[src/rtl/wb_port_arbiter_pkg.sv]
// Shared types for the write-back port arbiter: FU result record, perf counter type,
// default sizing constants and small width/saturation helpers.
package wb_port_arbiter_pkg;

  localparam int unsigned NR_WB_REQ  = 3;
  localparam int unsigned WB_QDEPTH  = 2;
  localparam int unsigned PERF_CNT_W = 32;

  typedef logic [PERF_CNT_W-1:0] wb_arb_cnt_t;

  typedef struct packed {
    logic [31:0] result;
    logic [3:0]  trans_id;
    logic        ex_valid;
  } fu_output_t;

  // Width of an index/pointer over n entries; never collapses to zero bits.
  function automatic int unsigned wb_arb_idx_w(input int unsigned n);
    return (n > 1) ? $clog2(n) : 1;
  endfunction

  function automatic wb_arb_cnt_t wb_arb_sat_inc(input wb_arb_cnt_t v);
    return (v == '1) ? v : v + wb_arb_cnt_t'(1'b1);
  endfunction

endpackage

[src/rtl/wb_port_arbiter_if.sv]
// Bundle of the per-FU result streams and the shared write-back slot.
// master = FU / WB-port side, slave = the arbiter.
interface wb_port_arbiter_if
  import wb_port_arbiter_pkg::*;
#(
  parameter int unsigned NR_REQ = NR_WB_REQ
);

  fu_output_t        req_i [NR_REQ];
  logic [NR_REQ-1:0] req_i_valid;
  logic [NR_REQ-1:0] req_i_ready;
  fu_output_t        wb_o;
  logic              wb_o_valid;
  logic              wb_o_ready;
  logic [NR_REQ-1:0] grant_o;

  modport master (
    output req_i, req_i_valid, wb_o_ready,
    input  req_i_ready, wb_o, wb_o_valid, grant_o
  );

  modport slave (
    input  req_i, req_i_valid, wb_o_ready,
    output req_i_ready, wb_o, wb_o_valid, grant_o
  );

endinterface

[src/rtl/wb_arb_fifo.sv]
// Per-requester result FIFO: QDEPTH entries, synchronous flush, no fall-through.
// Push into a full FIFO and pop from an empty one are ignored.
module wb_arb_fifo
  import wb_port_arbiter_pkg::*;
#(
  parameter int unsigned QDEPTH = WB_QDEPTH,
  parameter int unsigned QCNT_W = $clog2(QDEPTH + 1)
) (
  input  logic              clk,
  input  logic              rstn,
  input  logic              flush_i,
  input  logic              push_i,
  input  fu_output_t        data_i,
  input  logic              pop_i,
  output fu_output_t        data_o,
  output logic [QCNT_W-1:0] count_o
);

  localparam int unsigned PTR_W = wb_arb_idx_w(QDEPTH);
  typedef logic [PTR_W-1:0] ptr_t;

  fu_output_t        mem_q [QDEPTH];
  ptr_t              wr_ptr_q, wr_ptr_d;
  ptr_t              rd_ptr_q, rd_ptr_d;
  logic [QCNT_W-1:0] count_q, count_d;
  logic              full_s, empty_s, do_push_s, do_pop_s;

  function automatic ptr_t ptr_inc(input ptr_t p);
    return (p == ptr_t'(QDEPTH - 1)) ? ptr_t'(1'b0) : p + ptr_t'(1'b1);
  endfunction

  assign full_s    = (count_q == QCNT_W'(QDEPTH));
  assign empty_s   = (count_q == '0);
  assign do_push_s = push_i & ~full_s & ~flush_i;
  assign do_pop_s  = pop_i & ~empty_s & ~flush_i;

  // Pointer and occupancy next state; flush wins over any push/pop.
  always_comb begin
    wr_ptr_d = wr_ptr_q;
    rd_ptr_d = rd_ptr_q;
    count_d  = count_q;
    if (flush_i) begin
      wr_ptr_d = '0;
      rd_ptr_d = '0;
      count_d  = '0;
    end else begin
      wr_ptr_d = do_push_s ? ptr_inc(wr_ptr_q) : wr_ptr_q;
      rd_ptr_d = do_pop_s ? ptr_inc(rd_ptr_q) : rd_ptr_q;
      case ({do_push_s, do_pop_s})
        2'b10:   count_d = count_q + QCNT_W'(1'b1);
        2'b01:   count_d = count_q - QCNT_W'(1'b1);
        default: count_d = count_q;
      endcase
    end
  end

  always_ff @(posedge clk or negedge rstn) begin
    if (!rstn) begin
      wr_ptr_q <= '0;
      rd_ptr_q <= '0;
      count_q  <= '0;
    end else begin
      wr_ptr_q <= wr_ptr_d;
      rd_ptr_q <= rd_ptr_d;
      count_q  <= count_d;
    end
  end

  // Storage array; only the written entry changes.
  always_ff @(posedge clk or negedge rstn) begin
    if (!rstn) begin
      for (int i = 0; i < int'(QDEPTH); i++) begin
        mem_q[i] <= '0;
      end
    end else if (do_push_s) begin
      mem_q[wr_ptr_q] <= data_i;
    end
  end

  assign data_o  = mem_q[rd_ptr_q];
  assign count_o = count_q;

endmodule

[src/rtl/wb_port_arbiter.sv]
// Round-robin sharing of one write-back port among NR_REQ FU result streams.
// Optional WB_ARB_PERF_EN adds saturating stall/conflict performance counters.
module wb_port_arbiter
  import wb_port_arbiter_pkg::*;
#(
  parameter int unsigned NR_REQ = NR_WB_REQ,
  parameter int unsigned QDEPTH = WB_QDEPTH
) (
  input  logic              clk,
  input  logic              rstn,
  input  logic              flush_i,
  wb_port_arbiter_if.slave  bus
`ifdef WB_ARB_PERF_EN
  ,
  output wb_arb_cnt_t       perf_stall_o [NR_REQ],
  output wb_arb_cnt_t       perf_conflict_o
`endif
);

  localparam int unsigned IDX_W  = wb_arb_idx_w(NR_REQ);
  localparam int unsigned QCNT_W = $clog2(QDEPTH + 1);
  typedef logic [IDX_W-1:0]  idx_t;
  typedef logic [NR_REQ-1:0] req_vec_t;

  fu_output_t        head_s  [NR_REQ];
  logic [QCNT_W-1:0] count_s [NR_REQ];
  req_vec_t          ready_s, nonempty_s, push_s, pop_s;
  logic              any_s, load_s, multi_s;
  idx_t              win_idx_s;

  fu_output_t wb_q, wb_d;
  logic       wb_valid_q, wb_valid_d;
  req_vec_t   grant_q, grant_d;
  idx_t       rr_ptr_q, rr_ptr_d;

  for (genvar g = 0; g < int'(NR_REQ); g++) begin : g_fifo
    wb_arb_fifo #(
      .QDEPTH (QDEPTH),
      .QCNT_W (QCNT_W)
    ) u_fifo (
      .clk     (clk),
      .rstn    (rstn),
      .flush_i (flush_i),
      .push_i  (push_s[g]),
      .data_i  (bus.req_i[g]),
      .pop_i   (pop_s[g]),
      .data_o  (head_s[g]),
      .count_o (count_s[g])
    );
  end

  // Ready depends on stored occupancy only, so a full FIFO stays closed even when popped.
  always_comb begin
    ready_s    = '0;
    nonempty_s = '0;
    push_s     = '0;
    for (int r = 0; r < int'(NR_REQ); r++) begin
      ready_s[r]    = (count_s[r] != QCNT_W'(QDEPTH));
      nonempty_s[r] = (count_s[r] != '0);
      push_s[r]     = bus.req_i_valid[r] & ready_s[r];
    end
  end

  // Rotate-priority search: first non-empty FIFO at or after rr_ptr_q.
  always_comb begin
    win_idx_s = '0;
    any_s     = 1'b0;
    for (int k = 0; k < int'(NR_REQ); k++) begin
      int   sum;
      idx_t idx;
      logic hit;
      sum       = int'(rr_ptr_q) + k;
      sum       = (sum >= int'(NR_REQ)) ? sum - int'(NR_REQ) : sum;
      idx       = idx_t'(sum);
      hit       = ~any_s & nonempty_s[idx];
      win_idx_s = hit ? idx : win_idx_s;
      any_s     = any_s | hit;
    end
  end

  assign load_s  = (~wb_valid_q | bus.wb_o_ready) & any_s & ~flush_i;
  assign multi_s = ((nonempty_s & (nonempty_s - req_vec_t'(1'b1))) != '0);

  // Pop the winner on load; slot register next state (flush has priority).
  always_comb begin
    pop_s      = '0;
    wb_d       = wb_q;
    wb_valid_d = wb_valid_q;
    grant_d    = grant_q;
    rr_ptr_d   = rr_ptr_q;
    for (int r = 0; r < int'(NR_REQ); r++) begin
      pop_s[r] = load_s & (win_idx_s == idx_t'(r));
    end
    if (flush_i) begin
      wb_valid_d = 1'b0;
      grant_d    = '0;
    end else if (load_s) begin
      wb_d       = head_s[win_idx_s];
      wb_valid_d = 1'b1;
      grant_d    = req_vec_t'(1'b1) << win_idx_s;
      rr_ptr_d   = (win_idx_s == idx_t'(NR_REQ - 1)) ? idx_t'(1'b0)
                                                     : win_idx_s + idx_t'(1'b1);
    end else if (bus.wb_o_ready) begin
      wb_valid_d = 1'b0;
      grant_d    = '0;
    end else begin
      wb_valid_d = wb_valid_q;
    end
  end

  always_ff @(posedge clk or negedge rstn) begin
    if (!rstn) begin
      wb_q       <= '0;
      wb_valid_q <= 1'b0;
      grant_q    <= '0;
      rr_ptr_q   <= '0;
    end else begin
      wb_q       <= wb_d;
      wb_valid_q <= wb_valid_d;
      grant_q    <= grant_d;
      rr_ptr_q   <= rr_ptr_d;
    end
  end

  assign bus.req_i_ready = ready_s;
  assign bus.wb_o        = wb_q;
  assign bus.wb_o_valid  = wb_valid_q;
  assign bus.grant_o     = grant_q;

`ifdef WB_ARB_PERF_EN
  wb_arb_cnt_t stall_q [NR_REQ];
  wb_arb_cnt_t conflict_q;

  // Counters survive flush; only reset clears them.
  always_ff @(posedge clk or negedge rstn) begin
    if (!rstn) begin
      for (int r = 0; r < int'(NR_REQ); r++) begin
        stall_q[r] <= '0;
      end
      conflict_q <= '0;
    end else begin
      for (int r = 0; r < int'(NR_REQ); r++) begin
        stall_q[r] <= (bus.req_i_valid[r] & ~ready_s[r]) ? wb_arb_sat_inc(stall_q[r])
                                                         : stall_q[r];
      end
      conflict_q <= (load_s & multi_s) ? wb_arb_sat_inc(conflict_q) : conflict_q;
    end
  end

  assign perf_stall_o    = stall_q;
  assign perf_conflict_o = conflict_q;
`endif

endmodule

[src/flat_wrapper.sv]
// flat-port wrapper written by rule: the top's interface ports become plain ports
module wb_port_arbiter_flat import wb_port_arbiter_pkg::*;
#(
  parameter int unsigned NR_REQ = NR_WB_REQ,
  parameter int unsigned QDEPTH = WB_QDEPTH
)
  (clk, rstn, flush_i, bus_req_i, bus_req_i_valid, bus_wb_o_ready, bus_req_i_ready, bus_wb_o, bus_wb_o_valid, bus_grant_o);
  wb_port_arbiter_if #(.NR_REQ(NR_REQ)) bus_i ();
  input  logic clk;
  input  logic rstn;
  input  logic flush_i;
  input wire logic [$bits(bus_i.req_i)-1:0] bus_req_i;
  input wire logic [$bits(bus_i.req_i_valid)-1:0] bus_req_i_valid;
  input wire logic [$bits(bus_i.wb_o_ready)-1:0] bus_wb_o_ready;
  output wire logic [$bits(bus_i.req_i_ready)-1:0] bus_req_i_ready;
  output wire logic [$bits(bus_i.wb_o)-1:0] bus_wb_o;
  output wire logic [$bits(bus_i.wb_o_valid)-1:0] bus_wb_o_valid;
  output wire logic [$bits(bus_i.grant_o)-1:0] bus_grant_o;
  assign bus_i.req_i = {>>{bus_req_i}};
  assign bus_i.req_i_valid = bus_req_i_valid;
  assign bus_i.wb_o_ready = bus_wb_o_ready;
  assign bus_req_i_ready = bus_i.req_i_ready;
  assign bus_wb_o = bus_i.wb_o;
  assign bus_wb_o_valid = bus_i.wb_o_valid;
  assign bus_grant_o = bus_i.grant_o;
  wb_port_arbiter #(.NR_REQ(NR_REQ), .QDEPTH(QDEPTH)) u_core (.clk(clk), .rstn(rstn), .flush_i(flush_i), .bus(bus_i));
endmodule
[config.mk]
export PLATFORM = sky130hd
export DESIGN_NAME = wb_port_arbiter_flat
export DESIGN_NICKNAME = d
export VERILOG_FILES = /design/src/rtl/wb_port_arbiter_pkg.sv /design/src/rtl/wb_port_arbiter_if.sv /design/src/rtl/wb_arb_fifo.sv /design/src/rtl/wb_port_arbiter.sv /design/src/flat_wrapper.sv
export SDC_FILE = /design/constraint.sdc
export NUM_CORES = 1
export LEC_CHECK = 0
export BUFFER_PORTS_ARGS = -buffer_cell sky130_fd_sc_hd__buf_2
export CORE_MARGIN = 1.5
export CORE_UTILIZATION = 52
export DETAILED_ROUTE_END_ITERATION = 8
export PLACE_DENSITY = 0.76
export SETUP_SLACK_MARGIN = 0.2
export SYNTH_ARGS = -nofsm -noshare
export SYNTH_HDL_FRONTEND = slang
export SYNTH_HIERARCHICAL = 1
export SYNTH_SLANG_ARGS = --single-unit
[constraint.sdc]
create_clock -name clk -period 2.5 [get_ports clk]
set_input_delay 0.125 -clock clk [delete_from_list [all_inputs] [get_ports clk]]
set_output_delay 0.125 -clock clk [all_outputs]
set_load 0.02 [all_outputs]
==> flow_summary.toml <==
[sta]
finalClockSkew_ns = 0.0166
tightest_slew_ns = 0.571
min_period_over_period_pct = 92.9
relSlewSlack_pct = 62.0
setup_ws_ns = 0.177
drv_slew = 0
setup-violations-final = 0
fmax_mhz = 431
layout_min_cycle_time_ns = 2.32
rsz0062_at_grt = "yes"
hold_viol_final = 0
setup_tns_ns = 0

[cells_and_area]
area_delta_synth_final_pct = 29.6
instances_no_fill = 1506
drive_gt1_share_pct = 52.8
nNetsFinal = 1284

[worst_setup_path]
cp_slowest_cell = "dfrtp_2"
cp-start-kind = "flip-flop"
rrSetupSlack_ns = 0.18
cp_max_fo = 7
cp.required_ns = 2.91
path_buf_inv = 4
max_stage_delay_ns = 0.45
critPathArrivalTime_ns = 2.73
cp-end-kind = "flip-flop"
critPathKind = "reg -> reg"
path_cells = "inv_1 -> ha_4 -> buf_4 -> nand2b_1 -> a21oi_4 -> nand4bb_4 -> a211oi_4 -> buf_6 -> clkbuf_16 -> a221o_1"
path_delay_family = "compound AO/OA/AOI/OAI gates"

[clock_tree]
insertion_delay_ns = 0.54
cts_buffers = 28
root_buffer = "clkbuf_16"
clk_pin_slew_worst_paths_ns = 0.06
cts.sinks = 277
cts_tree = "yes"
cts_buffer_depth = 3
htree_num_levels = 1

[global_routing]
antenna_found_initial = 2
grt_start_max_net_pins = 72
grt_pass1_wl_mm = 49.1
grt_pass1_vias = 9082
grt-ovfl-total = 0
grt_util_all_layers_pct = 25.6

[floorplan]
dieWidth_microns = 159
design.die.area_sq_um = 25100
initial_utilization_pct = 53.3
core_sq_um = 23600
ios = 162
rows = 56
die_y_microns = 159

[detailed_routing]
drc = 0
viasPerCell = 5.57
drt_wl_total_mm = 31.8
drt-pass1-iter-count = 4
dr.first_iter.drc_count = 372
drtAntennaViolNets = 0
wl_per_cell_microns = 21.1
route.vias.total = 8392

[hold_path]
hold_path.class = "in -> reg"

[placement]
pre_cts_ws_ns = 0.0120
io_buffers = 161
dpl.hpwl_mm = 19.2
gp_congestion = 0.829
placed_cells = 1325

[yosys]
async_flop_share_pct = 100
synth_seq_area_share_pct = 55.1
ys.flop_type = "dfrtp_1"
synth_edf_count = 0
syn_area_sq_um = 12600
synth_cells = 857
synth_fp_nets = 978
synth.ff_latch_count = 277
syn_avg_cell_area_sq_um = 14.7
yosysUniqueCellTypes = 46
yosysWarnings = 6

[run]
cap_violations = 0

[power_and_ir_drop]
vdd_drop_max_mv = 0.766
power_per_cell_area_nw_per_um2 = 1150
p_leak_nw = 7.18

[outcome]
status = "finished clean"
## flip-flops by register name (all words and copies together) (netlist names)
name,cells
u_core/g_fifo.u_fifo/mem_q,222
u_core/bus.wb_o,37
u_core/g_fifo.u_fifo/count_o,6
u_core/bus.grant_o,3
u_core/g_fifo.u_fifo/rd_ptr_q,3
u_core/g_fifo.u_fifo/wr_ptr_q,3
u_core/rr_ptr_q,2
u_core/bus.wb_o_valid,1
## layout by cell type, fill, tap and decap left out, types with 4 or more instances in the layout
cell,netlist,routed
mux2_2,327,327
dfrtp_1,277,270
buf_2,18,160
dlygate4sd3_1,0,114
a22o_1,37,37
a221o_1,34,34
clkbuf_16,0,31
buf_4,0,27
a21oi_1,15,13
buf_6,15,10
nand2b_1,10,10
buf_12,0,10
a21o_1,9,9
clkinv_2,0,8
clkbuf_1,12,8
nor2_1,10,8
dfrtp_2,0,7
clkbuf_8,0,6
mux2_1,6,6
o21ai_0,6,6
inv_1,6,5
or2_2,4,4
nor2b_1,4,4
and2_1,4,4
nand4b_1,4,4
## cells in the mapped netlist, types with 2 or more instances
| cell | n | area (sq um) |
|---|---|---|
| mux2_2 | 327 | 3680 |
| dfrtp_1 | 277 | 6930 |
| a22o_1 | 37 | 324 |
| a221o_1 | 34 | 340 |
| buf_2 | 18 | 90.1 |
| a21oi_1 | 15 | 75.1 |
| buf_6 | 15 | 169 |
| clkbuf_1 | 12 | 45.0 |
| nand2b_1 | 10 | 62.6 |
| nor2_1 | 10 | 37.5 |
| a21o_1 | 9 | 67.6 |
| buf_1 | 6 | 22.5 |
| inv_1 | 6 | 22.5 |
| mux2_1 | 6 | 67.6 |
| o21ai_0 | 6 | 30.0 |
| nor3b_1 | 5 | 37.5 |
| and2_1 | 4 | 25.0 |
| nand4b_1 | 4 | 35.0 |
| nor2b_1 | 4 | 25.0 |
| nor3_1 | 4 | 20.0 |
| or2_2 | 4 | 25.0 |
| a221o_2 | 3 | 33.8 |
| ha_1 | 3 | 37.5 |
| mux2i_1 | 3 | 30.0 |
| nand2_1 | 3 | 11.3 |
| nand3b_1 | 3 | 22.5 |
| nor4_4 | 3 | 63.8 |
| o211ai_1 | 3 | 22.5 |
| or3_1 | 3 | 18.8 |
| xor2_1 | 3 | 26.3 |
| nand4bb_1 | 2 | 22.5 |
## worst min-delay path: stages
cell	delay [ns]
buf_2	0.09
and2_1	0.20
a21oi_1	0.15
a21oi_1	0.07
## final timing paths
kind,start,to,cells after the start
hold reg to reg,u_core/bus.grant_o[1]$_DFFE_PN0P_,u_core/bus.grant_o[1]$_DFFE_PN0P_,1
setup / recovery,u_core/rr_ptr_q[1]$_DFFE_PN0P_,u_core/bus.wb_o[17]$_DFFE_PN0P_,10
min in group asynchronous,rstn,u_core/g_fifo[1].u_fifo/mem_q[40]$_DFFE_PN0P_,2
max in group asynchronous,rstn,u_core/g_fifo[0].u_fifo/mem_q[49]$_DFFE_PN0P_,3
hold / removal,bus_req_i_valid[0],u_core/g_fifo[0].u_fifo/count_o[0]$_DFFE_PN0P_,4
setup reg to reg,u_core/rr_ptr_q[1]$_DFFE_PN0P_,u_core/bus.wb_o[17]$_DFFE_PN0P_,10
## through the flow
step                      power (mW)  hold slack, ns  cell area (sq um)  util, %
after floorplan                 12.1          -0.171              12600        -
after global placement          13.7           0.132              13900     59.1
after detailed placement        14.0           0.133              13900     59.1
after CTS                       18.5           0.104              16100     68.3
after global routing            19.8           0.145              16300     69.0
final                           18.7           0.133              16300     69.0
## cell families after synthesis
logic type	after synthesis	synth area share, %
xor gates and xnor gates	3	0.209
adders and majority gates	4	0.378
DFF	277	55.1
muxes	336	30.0
buffers and inverters	57	2.77
and+or+nand+nor	62	3.44
AOI/OAI and AO/OA	118	8.07
## layer usage
layer / track usage [%] / vias up / part of all wire (%)
met5: 0 / - / 0
met3: 3.76 / 54 / 4.5
met2: 46.0 / 207 / 52
met4: 6.54 / 0 / 2.2
met1: 32.2 / 4307 / 42
li1: - / 3824 / -
## power by group
part / switching (mW) / internal [mW]
Clock: 1.70 / 2.40
Sequential: 1.13 / 6.50
Combinational: 3.06 / 3.89
Total: 5.89 / 12.8
## area by class of cell
class	count	area, sq um
Clock buffer	43	838
Antenna cell	2	5.00
Sequential cell	277	6940
Multi-Input combinational cell	523	5470
Fill cell	1657	7310
Tap cell	319	399
Inverter	6	22.5
Timing Repair Buffer	327	2560
Clock inverter	9	70.1
## timing repair
item,4_1_cts,5_1_grt
pin swaps,4,34
gates resized for setup,19,24
buffers inserted,3,6
hold endpoints to repair,297,0
gates cloned,1,3
endpoints found under the setup margin,41,114
hold buffers,114,0
No activity file was read; power rests on OpenSTA's default activity.
